File: config.mk
export PLATFORM = sky130hd
export DESIGN_NAME = piso_serializer
export DESIGN_NICKNAME = d
export VERILOG_FILES = /design/src/rtl/piso_serializer.sv
export SDC_FILE = /design/constraint.sdc
export NUM_CORES = 1
export LEC_CHECK = 0
export ABC_AREA = 1
export CAP_MARGIN = 10
export CORE_MARGIN = 3
export CORE_UTILIZATION = 40
export CTS_CLUSTER_DIAMETER = 200
export DETAILED_ROUTE_END_ITERATION = 10
export PLACE_DENSITY = 0.76
export SYNTH_ARGS = -nofsm -noshare
export SYNTH_HDL_FRONTEND = slang
export SYNTH_SLANG_ARGS = --single-unit
File: constraint.sdc
create_clock -name Clock -period 2.44 [get_ports Clock]
set_input_delay 0.488 -clock Clock [delete_from_list [all_inputs] [get_ports Clock]]
set_output_delay 0.488 -clock Clock [all_outputs]
set_load 0.03 [all_outputs]
File: src/rtl/piso_serializer.sv
// rtl/piso_serializer.sv - parallel-in/serial-out frame serializer with serial receive capture
module piso_serializer #(
    parameter int WIDTH      = 8,
    parameter bit MSB_FIRST  = 1'b1,
    parameter bit IDLE_LEVEL = 1'b1
) (
    input  logic             Clock,
    input  logic             rst,
    input  logic [WIDTH-1:0] data,
    input  logic             load_valid,
    output logic             load_ready,
    input  logic             shift_en,
    input  logic             flush,
    input  logic             sIn,
    output logic             sOut,
    output logic             sOut_valid,
    output logic             frame_done,
    output logic [WIDTH-1:0] rx_data,
    output logic             busy
);

    localparam int CW = (WIDTH > 1) ? $clog2(WIDTH) : 1;
    localparam logic [CW-1:0] LAST = CW'(WIDTH - 1);

    typedef enum logic {
        IDLE  = 1'b0,
        SHIFT = 1'b1
    } state_t;

    state_t           state;
    logic [WIDTH-1:0] sr;
    logic [WIDTH-1:0] sr_next;
    logic [CW-1:0]    cnt;
    logic             last_bit;
    logic             advance;

    assign last_bit = (cnt == LAST);
    assign advance  = (state == SHIFT) && shift_en;

    // Shift register contents after one advancing edge, with sIn entering at the far end
    always_comb begin
        sr_next = sr;
        if (MSB_FIRST) begin
            sr_next = {sr[WIDTH-2:0], sIn};
        end else begin
            sr_next = {sIn, sr[WIDTH-1:1]};
        end
    end

    // Handshake and status are suppressed by reset and flush so no transfer or frame end is reported
    assign frame_done = !rst && !flush && advance && last_bit;
    assign load_ready = !rst && !flush && ((state == IDLE) || (advance && last_bit));
    assign sOut_valid = !rst && (state == SHIFT);
    assign busy       = sOut_valid;
    assign sOut       = sOut_valid ? (MSB_FIRST ? sr[WIDTH-1] : sr[0]) : IDLE_LEVEL;

    // Frame state machine: load, shift, capture on the last bit, chain or return to idle
    always_ff @(posedge Clock) begin
        if (rst) begin
            state   <= IDLE;
            sr      <= '0;
            cnt     <= '0;
            rx_data <= '0;
        end else if (flush) begin
            state <= IDLE;
            cnt   <= '0;
        end else begin
            case (state)
                IDLE: begin
                    if (load_valid) begin
                        sr    <= data;
                        cnt   <= '0;
                        state <= SHIFT;
                    end
                end
                SHIFT: begin
                    if (shift_en) begin
                        if (last_bit) begin
                            rx_data <= sr_next;
                            cnt     <= '0;
                            if (load_valid) begin
                                sr <= data;
                            end else begin
                                sr    <= sr_next;
                                state <= IDLE;
                            end
                        end else begin
                            sr  <= sr_next;
                            cnt <= cnt + CW'(1);
                        end
                    end
                end
                default: begin
                    state <= IDLE;
                    cnt   <= '0;
                end
            endcase
        end
    end

endmodule

==> results.py, run 1 <==
metrics = {
    "critical_path": {
        "cp.required_ns": 1.95,
        "crit_fanout": 3,
        "criticalPathCategory": "in2out",
        "critPathSlowestCell": "clkdlybuf4s50_1",
        "critPathLaunchType": "primary input",
        "cpMostUsedCell": "clkdlybuf4s50_1",
        "rr_endpoint": "sr[1]$_SDFFE_PP0P_",
        "regToRegStartpoint": "cnt[0]$_SDFFE_PP0P_",
        "endpoint_kind": "output port",
        "path_cells": "clkdlybuf4s50_1 > nor2_1 > clkdlybuf4s50_1",
        "arrival_ns": 1.84,
        "r2r_cells": 8,
        "reg2reg_slack_ns": 1.01,
        "worst_path_largest_cell_delay_ns": 0.71,
    },
    "grt": {
        "antenna_found_initial": 0,
        "first_global_vias": 853,
        "grt_usage_pct": 13.1,
        "grt_overflow_total": 0,
        "grt_max_degree": 17,
        "grt_pass1_wl_mm": 3.42,
    },
    "clock_tree": {
        "insertion_delay_ns": 0.29,
        "clk_pin_slew_ns": 0.11,
        "cts-root-buf": "clkbuf_4",
        "cts.htree.levels": 1,
        "holdBufCountCts": 0,
        "ctsLongestPathBuffers": 2,
        "clock_sinks": 20,
        "cts_tree": "built",
        "postCtsResizedCells": 0,
        "post-cts-setup-buffers": 0,
        "numCtsBuffers": 3,
    },
    "final_layout": {
        "antennaDiodeCount": 0,
        "syn2layout_area_growth_pct": 30.2,
        "nFillCells": 229,
        "drive_gt1_share_pct": 8.52,
        "finalCoreUtilization_pct": 56.4,
        "fin_nets": 194,
    },
    "run": {
        "drv_cap": 0,
    },
    "logic_synthesis": {
        "synth_nets": 167,
        "synth_compound_area_share_pct": 7.17,
        "synth_top_family_by_area": "simple AND/OR/NAND/NOR gates",
        "synth_cells": 150,
        "ys_ff_latch": 20,
        "synth-xor-area-share_pct": 0,
        "synth_area_um2": 977,
        "ys_seq_area_share_pct": 41.0,
        "synthAdderAreaFrac_pct": 3.84,
        "postSynthAreaPerCell_um2": 6.51,
        "synth-simple-area-share_pct": 37.5,
        "muxShareOfSynthArea_pct": 0,
        "ys_warn_count": 0,
        "synth.distinct_cells": 15,
    },
    "floorplanning": {
        "core.rowCount": 17,
        "initial_core_util_pct": 43.3,
        "die_area_um2": 3070,
        "die_h_um": 55.4,
        "coreArea_um2": 2250,
        "die_w_um": 55.4,
        "ios": 27,
    },
    "routing": {
        "first_iter_violations": 28,
        "drc": 0,
        "routed_wl_mm": 1.95,
        "vias_per_cell": 4.52,
        "wl_per_cell_um": 9.54,
        "first_pass_iters": 4,
        "num_vias": 922,
        "ant_nets": 0,
    },
    "sta": {
        "maxSlewViolCount": 0,
        "post-route-min-period_ns": 2.33,
        "setup_violations": 0,
        "setup_tns_ns": 0,
        "finalHoldViolations": 0,
        "tightest_slew_ns": 0.423,
        "fin_skew_ns": 0.000648,
        "slew_headroom_pct": 71.8,
        "fmax_mhz": 429,
        "rsz0062_at_grt": "false",
        "period_share_pct": 95.5,
        "timing.final.ws_setup_ns": 0.110,
    },
    "status": {
        "status": "finished clean",
    },
    "placed_design": {
        "gp_congestion": 0.754,
        "pre_cts_ws_ns": 0.114,
        "io_buffers": 26,
        "hpwlAfterDp_mm": 1.49,
    },
    "power": {
        "powerDensity_nw_per_um2": 489,
        "power_leakage_nw": 0.625,
        "vdd_drop_max_v": 0.000299,
    },
    "min_path": {
        "hp-start": "cnt[1]$_SDFFE_PP0P_",
        "hold_path_depth": 2,
        "whs_endpoint": "cnt[1]$_SDFFE_PP0P_",
        "min_path_type": "reg2reg",
    },
}
==> cell usage after synthesis, drive strengths merged <==
master,count,share of area [%]
a21oi,4,2.0
buf,4,3.2
dfxtp,20,41
ha,3,3.8
inv,19,7.3
nand2,37,15
nand3,8,4.1
nor2,44,18
nor3,1,0.51
o21ai,10,5.1
==> power by group <==
part	total (mW)	switching (mW)	internal (mW)
registers	0.343	0.00584	0.338
logic	0.0911	0.0508	0.0404
clock network	0.188	0.0971	0.0908
==> cells by family (layout without fill, tap and decap cells) <==
group,after synthesis,count (layout)
simple gates,90,90
compound gates,14,14
fa+ha+maj,3,3
flops,20,20
buf+inv,23,49
==> cell type report <==
class | instances | area [um2] | share of cell area (%)
multi-input combinational | 107 | 474 | 37.3
sequential | 20 | 400 | 31.5
inverter | 19 | 71.3 | 5.60
timing repair buffer | 26 | 255 | 20.1
tap | 28 | 35.0 | 2.75
clock buffer | 4 | 36.3 | 2.85
==> registers in the layout, indices dropped and copies added (netlist names) <==
| signal | flops |
|---|---|
| rx_data | 8 |
| sr | 8 |
| cnt | 3 |
| state | 1 |
==> stage by stage <==
stage                     cells  area, um2  power, mW  hold WS (ns)
after detailed placement    200       1240      0.442         0.456
after CTS                   204       1270      0.629         0.475
final                       204       1270      0.622         0.475
after global placement      200       1240      0.440         0.448
after global routing        204       1270      0.654         0.506
after floorplan             150        977      0.410         0.428
==> how the worst max path moves through the flow <==
stage | start | to | slack [ns] | cells after the start
floorplan | cnt[0]$_SDFFE_PP0P_ | frame_done | 0.56 | 4
global placement | rst | busy | 0.13 | 3
detailed placement | rst | sOut_valid | 0.11 | 3
CTS | rst | busy | 0.10 | 3
global route | rst | busy | 0.03 | 3
finish | rst | busy | 0.11 | 3
==> layout by cell type, fill, tap and decap left out <==
master           netlist  final
a21oi_1                4      4
buf_4                  2      2
clkbuf_4               0      3
clkbuf_8               0      1
clkdlybuf4s50_1        0     24
dfxtp_1               20     20
ha_1                   3      3
inv_1                 15     15
inv_2                  4      4
nand2_1               33     33
nand2_2                4      4
nand3_1                8      8
nor2_1                43     43
nor2_4                 1      1
nor3_1                 1      1
o21ai_0               10     10
==> critical path, delay by kind of cell <==
kind / cells / cell delay, ns
AND/OR/NAND/NOR: 1 / 0.21
buffers and inverters: 2 / 1.14
==> per-layer routing <==
metal	up-vias	track usage (%)	wire (um)
met4	0	3.47	13
li1	504	-	-
met3	2	2.34	100
met5	-	0	0
met1	396	15.5	897
met2	20	24.2	934
No activity file was read; power rests on OpenSTA's default activity.
==> inputs of run 2 (changes only) <==
==> constraint.sdc (replaced) <==
create_clock -name Clock -period 2.44 [get_ports Clock]
set_input_delay 0.488 -clock Clock [delete_from_list [all_inputs] [get_ports Clock]]
set_output_delay 0.488 -clock Clock [all_outputs]
set_load 0.05 [all_outputs]
==> run 2 against run 1 <==
Net effect: worst setup slack improved by 0.10 ns; worst hold slack got worse by 0.0072 ns; final area rose by 6.2%; clock power rose by 43%; sequential power barely moved; core utilization rose by 3.5 points; critical path type unchanged.
==> results.py, run 2 (synthesis gave the netlist of run 1 again) <==
metrics = {
    "status": {
        "status": "finished clean",
    },
    "sta": {
        "rsz0062_at_grt": "false",
        "timing.final.ws_setup_ns": 0.212,
        "tightest_slew_ns": 0.491,
        "setup_violations": 0,
        "setup_tns_ns": 0,
        "fmax_mhz": 449,
        "finalHoldViolations": 0,
        "maxSlewViolCount": 0,
        "slew_headroom_pct": 67.2,
        "post-route-min-period_ns": 2.23,
        "period_share_pct": 91.3,
        "fin_skew_ns": 0.00694,
    },
    "critical_path": {
        "critPathLaunchType": "primary input",
        "cp.required_ns": 1.95,
        "endpoint_kind": "output port",
        "criticalPathCategory": "in2out",
        "arrival_ns": 1.74,
        "startpoint": "rst",
        "crit_fanout": 4,
        "regToRegStartpoint": "cnt[0]$_SDFFE_PP0P_",
    },
    "final_layout": {
        "drive_gt1_share_pct": 10.7,
        "layout_commonest_cell": "nor2_1",
        "antennaDiodeCount": 0,
        "reg.largest.list": "rx_data (8), sr (8), cnt (3)",
        "syn2layout_area_growth_pct": 38.3,
        "fin_nets": 195,
        "final_cell_mix": "43 x nor2_1, 33 x nand2_1, 21 x clkdlybuf4s50_1",
    },
    "routing": {
        "first_pass_iters": 4,
        "routed_wl_mm": 2.13,
        "vias_per_cell": 4.63,
        "wl_per_cell_um": 10.4,
        "ant_nets": 0,
        "first_iter_violations": 15,
        "num_vias": 950,
        "drc": 0,
    },
    "run": {
        "drv_cap": 0,
    },
    "floorplanning": {
        "die_area_um2": 3070,
        "die_w_um": 55.4,
        "die_h_um": 55.4,
        "ios": 27,
        "core.rowCount": 17,
        "initial_core_util_pct": 43.3,
        "coreArea_um2": 2250,
    },
    "power": {
        "vdd_drop_max_v": 0.000300,
        "power_leakage_nw": 0.659,
        "powerDensity_nw_per_um2": 530,
    },
    "grt": {
        "grt_overflow_total": 0,
        "first_global_vias": 900,
        "grt_usage_pct": 13.8,
        "antenna_found_initial": 0,
        "grt_max_degree": 17,
        "grt_pass1_wl_mm": 3.58,
    },
    "clock_tree": {
        "cts_tree": "built",
        "holdBufCountCts": 0,
        "insertion_delay_ns": 0.29,
        "clock_sinks": 20,
        "ctsLongestPathBuffers": 2,
        "cts.htree.levels": 1,
        "numCtsBuffers": 3,
        "clk_pin_slew_ns": 0.12,
        "postCtsResizedCells": 0,
        "cts-root-buf": "clkbuf_4",
        "post-cts-setup-buffers": 0,
    },
    "placed_design": {
        "pre_cts_ws_ns": 0.225,
        "hpwlAfterDp_mm": 1.64,
        "gp_congestion": 0.745,
        "io_buffers": 26,
    },
    "min_path": {
        "min_path_type": "reg2reg",
        "hp-start": "cnt[0]$_SDFFE_PP0P_",
    },
}
## run 2: cell types whose count changed in the layout (fill, tap and decap cells not counted)
cell	previous run	this run
buf_12	0	5
buf_4	2	1
clkbuf_8	1	0
bufinv_16	0	1
clkdlybuf4s50_1	24	21
## run 2: final cells by class
type                    instances  area (um2)
fillers                       221         903
multi-input cells             107         474
flip-flops and latches         20         400
repair buffers                 27         318
inverters                      19        71.3
well taps                      28        35.0
clock inverters                 1        30.0
clock buffers                   3        22.5
## run 2: worst max-delay path: stages
cell	delay (ns)
clkdlybuf4s50_1	0.46
nor2_1	0.19
inv_1	0.11
nor3_1	0.30
buf_12	0.19
## run 2: worst paths after layout
path	to	slack, ns	depth (start not counted)
worst max-delay path	frame_done	0.21	5
worst min-delay path	cnt[0]$_SDFFE_PP0P_	0.47	1
worst max register to register	sr[7]$_SDFFE_PP0P_	1.02	8
worst min register to register	cnt[0]$_SDFFE_PP0P_	0.47	1
## run 2: metal layers
layer	up-vias	global-route usage [%]	part of all wire [%]
li1	510	-	-
met1	412	16.5	45
met2	22	23.6	48
met3	6	3.04	5.2
met4	0	5.90	1.8
met5	-	0	0
## run 2: stage by stage
step                      utilization (%)  hold slack [ns]  power, mW  cells  cell area (um2)
after floorplan                         -            0.428      0.414    150              977
after global placement               57.6            0.462      0.452    201             1300
after detailed placement             57.6            0.455      0.455    201             1300
after CTS                            59.9            0.469      0.722    205             1350
after global routing                 59.9            0.492      0.746    205             1350
final                                59.9            0.467      0.717    205             1350
## run 2: power breakdown
| group | switching (mW) | internal (mW) | total (mW) | leakage [nW] |
|---|---|---|---|---|
| Clock | 0.103 | 0.166 | 0.269 | 0.0279 |
| Combinational | 0.0575 | 0.0464 | 0.104 | 0.468 |
| Sequential | 0.00623 | 0.338 | 0.344 | 0.163 |
